==> src/rtl/rv32_regfile.sv <==
// RV32I integer register file: 2**ADDR_WIDTH x DATA_WIDTH entries, two combinational
// read ports, one synchronous write port, x0 hardwired to zero.
module rv32_regfile #(
  parameter int DATA_WIDTH = 32,
  parameter int ADDR_WIDTH = 5,
  parameter int WR_BYPASS  = 0
) (
  input  logic                  clk_i,
  input  logic                  rst_i,
  input  logic                  regs_wr_en_i,
  input  logic [ADDR_WIDTH-1:0] rd_addr_i,
  input  logic [DATA_WIDTH-1:0] rd_data_i,
  input  logic [ADDR_WIDTH-1:0] rs1_addr_i,
  input  logic [ADDR_WIDTH-1:0] rs2_addr_i,
  output logic [DATA_WIDTH-1:0] rs1_data_o,
  output logic [DATA_WIDTH-1:0] rs2_data_o
);

  localparam int NUM_REGS = 2 ** ADDR_WIDTH;

  logic [DATA_WIDTH-1:0] regs_reg [NUM_REGS];
  logic [NUM_REGS-1:0]   wr_sel;

  // One-hot write select; bit 0 stays low so x0 can never be stored.
  assign wr_sel[0] = 1'b0;
  for (genvar gi = 1; gi < NUM_REGS; gi++) begin : g_wr_sel
    assign wr_sel[gi] = regs_wr_en_i && (rd_addr_i == ADDR_WIDTH'(gi));
  end

  always_ff @(posedge clk_i) begin
    if (rst_i) begin
      for (int i = 0; i < NUM_REGS; i++) begin
        regs_reg[i] <= '0;
      end
    end else begin
      for (int i = 1; i < NUM_REGS; i++) begin
        if (wr_sel[i]) begin
          regs_reg[i] <= rd_data_i;
        end
      end
    end
  end

  logic [ADDR_WIDTH-1:0] rs_addr [2];
  assign rs_addr[0] = rs1_addr_i;
  assign rs_addr[1] = rs2_addr_i;

  for (genvar gi = 0; gi < 2; gi++) begin : g_rd_port
    logic [DATA_WIDTH-1:0] port_data;
    logic                  collide;

    assign collide = (WR_BYPASS != 0) && regs_wr_en_i && (rd_addr_i == rs_addr[gi]);

    // Reset and x0 both force zero; bypass only matters for non-zero addresses.
    always_comb begin
      port_data = '0;
      if (!rst_i && (rs_addr[gi] != '0)) begin
        if (collide) begin
          port_data = rd_data_i;
        end else begin
          port_data = regs_reg[rs_addr[gi]];
        end
      end
    end

    if (gi == 0) begin : g_p1
      assign rs1_data_o = port_data;
    end else begin : g_p2
      assign rs2_data_o = port_data;
    end
  end

endmodule

==> config.mk <==
export PLATFORM = sky130hd
export DESIGN_NAME = rv32_regfile
export DESIGN_NICKNAME = d
export VERILOG_FILES = /design/src/rtl/rv32_regfile.sv
export SDC_FILE = /design/constraint.sdc
export NUM_CORES = 2
export LEC_CHECK = 0
export CORE_MARGIN = 3
export CORE_UTILIZATION = 55
export DETAILED_ROUTE_END_ITERATION = 7
export PLACE_DENSITY = 0.78
export SLEW_MARGIN = 20
export SYNTH_ARGS = -nofsm -noshare
export SYNTH_HDL_FRONTEND = slang
export SYNTH_SLANG_ARGS = --single-unit
==> constraint.sdc <==
create_clock -name clk_i -period 6.4 [get_ports clk_i]
set_input_delay 1.92 -clock clk_i [delete_from_list [all_inputs] [get_ports clk_i]]
set_output_delay 1.92 -clock clk_i [all_outputs]
set_load 0.005 [all_outputs]
==> results.toml <==
[status]
outcome = "finished with violations"
violations = "design-rule violations"

[grt]
gr-usage-all-layers_pct = 33.33
grt-ovfl-total = 0
antenna_found_initial = 0
grt_pass1_vias = 33810
grt_pass1_wl_mm = 226.7
grt_max_degree = 64

[critical_path]
path_cells = "buf_8 -> or2_1 -> buf_4 -> o22ai_1 -> a2111oi_0 -> buf_4 -> o31a_1 -> clkdlybuf4s50_1"
path_buf_inv = 4
cp_slowest_stage_delay_ns = 0.54
crit_fanout = 17
worstSetupPathType = "in2out"
arrival_ns = 4.46
path_common_cell = "buf_4"
start_kind = "input pin"
required_ns = 4.48
slowest_stage = "clkdlybuf4s50_1"
setup.worst_path.end_class = "output pin"
crit_family = "buffers and inverters"

[worst_hold_path]
hp-class = "in2reg"

[route]
firstDrtPassIters = 8
drc_errors = 1
vias = 33450
top_layer = "met4"
vias_per_cell = 7.314
wl_met3_mm = 21.29
antenna_left = 0
wl_per_cell_um = 34.18
drt-initial-drc-count = 5486
m1WireLength_mm = 52.37
routed_wl_mm = 156.3
wl_met2_mm = 71.87

[yosys]
ys_seq_elements = 992
synth.most_common_cell = "edfxtp_1"
synthSimpleGateAreaFrac_pct = 7.904
synth_warnings = 0
synth_fp_nets = 3235
synthTopCellsByCount = "edfxtp_1, nor2_1, mux4_2, clkbuf_1, mux2_2"
synth_edf_count = 992
synth_flop_cell = "edfxtp_1"
synth_top_family_by_area = "multiplexers"
ys_async_sr_fraction_pct = 0
synth_compound_area_share_pct = 5.363
synthAdderAreaFrac_pct = 0
synth_cell_types = 46
synth_xor_xnor_area_share_pct = 0
syn_area_um2 = 49390
synth_area_leader_cell = "edfxtp_1"
yosys-top-cells-area = "edfxtp_1, mux4_2, nor2_1"
syn_area_per_cell_um2 = 15.51
synth_mux_area_share_pct = 23.01
netlist_instances = 3185
yosysTopAreaCellShare_pct = 60.31
seq_area_frac_synth_pct = 60.31

[timing]
finalMaxSlewViolations = 0
fmax_mhz = 156.7
hold_violations = 0
rsz0062_at_grt = "no"
max-slew-margin-rel_pct = 19.68
finalWorstSetupSlack_ns = 0.01876
tightestPinTransition_ns = 1.201
setup_viol = 0
fin_crit_ns = 6.381
tns_ns = 0
finalCritPeriodShare_pct = 99.71

[clock_tree]
tritoncts = "yes"
cts.clk_slew.worst_paths_ns = 0.06
postCtsHoldBufs = 0
clk_path_buf_depth = 3
cts_setup_buffers = 0
numCtsBuffers = 100
root_buffer = "clkbuf_16"
cts_sinks = 992
h-tree-depth = 3

[power_and_ir_drop]
power_frac_seq_pct = 49.4
switching_share_pct = 24.58
switching_power_mw = 3.921
p_comb_share_pct = 13.4
ir_drop_uv = 237.1
power_leakage_nw = 18.67
powerDensity_nw_per_um2 = 283.1
p_clk_share_pct = 37.2
internal_power_mw = 12.03

[layout]
instances_no_fill = 4573
stdcell_area_um2 = 56360
layout.nets = 3375
layout-drive-gt1-share_pct = 28.85
syn_to_final_growth_pct = 14.12
post-route-util_pct = 63.58
largest_reg_flops = 992

[placement]
pre_cts_ws_ns = -0.1166
io_buffer_count = 113
place_area_um2 = 52980
dp_cells = 4387
dp_hpwl_mm = 96.61
gp_congestion = 0.9164

[die]
floorplan.die.height_um = 305.7
start_util_pct = 55.71
die_w_um = 305.7
coreArea_um2 = 88650
dieArea_um2 = 93430
num_rows = 109
ioPinCount = 114

[flow_run]
maxCapViolations = 0
## worst min-delay path: stages
cell,delay [ns]
clkdlybuf4s50_1,0.51
nand2_1,0.06
buf_4,0.20
nor2_1,0.10
## per-stage QoR
step           hold slack [ns]  power (mW)
2_1_floorplan            2.265       9.158
6_report                 2.239       15.96
5_1_grt                  2.267       16.33
3_5_place_dp             2.918       10.07
4_1_cts                  2.229       15.92
3_3_place_gp             2.908       9.970
## per-layer routing
metal	vias up	global-route usage (%)
li1	12990	-
met1	16810	44.34
met2	3090	50.96
met3	560	7.600
met4	0	19.70
met5	-	0
## placed cells by master (no fill, tap or decap), drive strengths merged, types with 3 or more instances in the layout
cell type / n
o31ai: 4
clkdlybuf4s50: 104
o2111ai: 32
nor3: 36
a222oi: 11
inv: 36
clkbuf: 124
nand2: 153
nand2b: 39
a221o: 31
a32oi: 20
nor2: 547
mux2: 159
buf: 238
a221oi: 33
o22ai: 53
edfxtp: 992
a211oi: 50
and2: 3
a2111oi: 35
mux2i: 90
or2: 3
nor4: 17
o31a: 33
clkinvlp: 5
mux4: 384
bufinv: 12
nand4: 12
o21ai: 9
clkinv: 41
nor2b: 91
## cells by family after synthesis
| kind of cell | Yosys count |
|---|---|
| buffers and inverters | 338 |
| muxes | 633 |
| and+or+nand+nor | 909 |
| DFF | 992 |
| AOI/OAI and AO/OA | 313 |
## final timing paths
path	start	cells past startpoint	to	slack, ns
max	rs1_addr_i[1]	8	rs1_data_o[20]	0.02
min	rd_data_i[31]	4	regs_reg[2][31]	2.24
## repair_timing
item / in CTS / in global routing
gates cloned: 0 / 1
endpoints found under the setup margin: 6 / 9
resized for setup: 6 / 9
pin swaps: 0 / 2
## cell type report
class / instances / area, um^2
Clock inverter: 61 / 635.6
Multi-Input combinational cell: 1855 / 18210
Sequential cell: 992 / 29790
Tap cell: 1165 / 1458
Timing Repair Buffer: 343 / 3486
Antenna cell: 1 / 2.502
Fill cell: 6062 / 32280
Clock buffer: 123 / 2653
Inverter: 33 / 126.4
## power groups by stage
stage	registers, mW	logic, mW	clock network [mW]
finish	7.88	2.14	5.94
CTS	7.86	2.10	5.95
global route	7.91	2.21	6.21
detailed placement	7.99	2.08	0
global placement	7.92	2.05	0
floorplan	7.89	1.26	0
(Power assumes the default switching activity.)
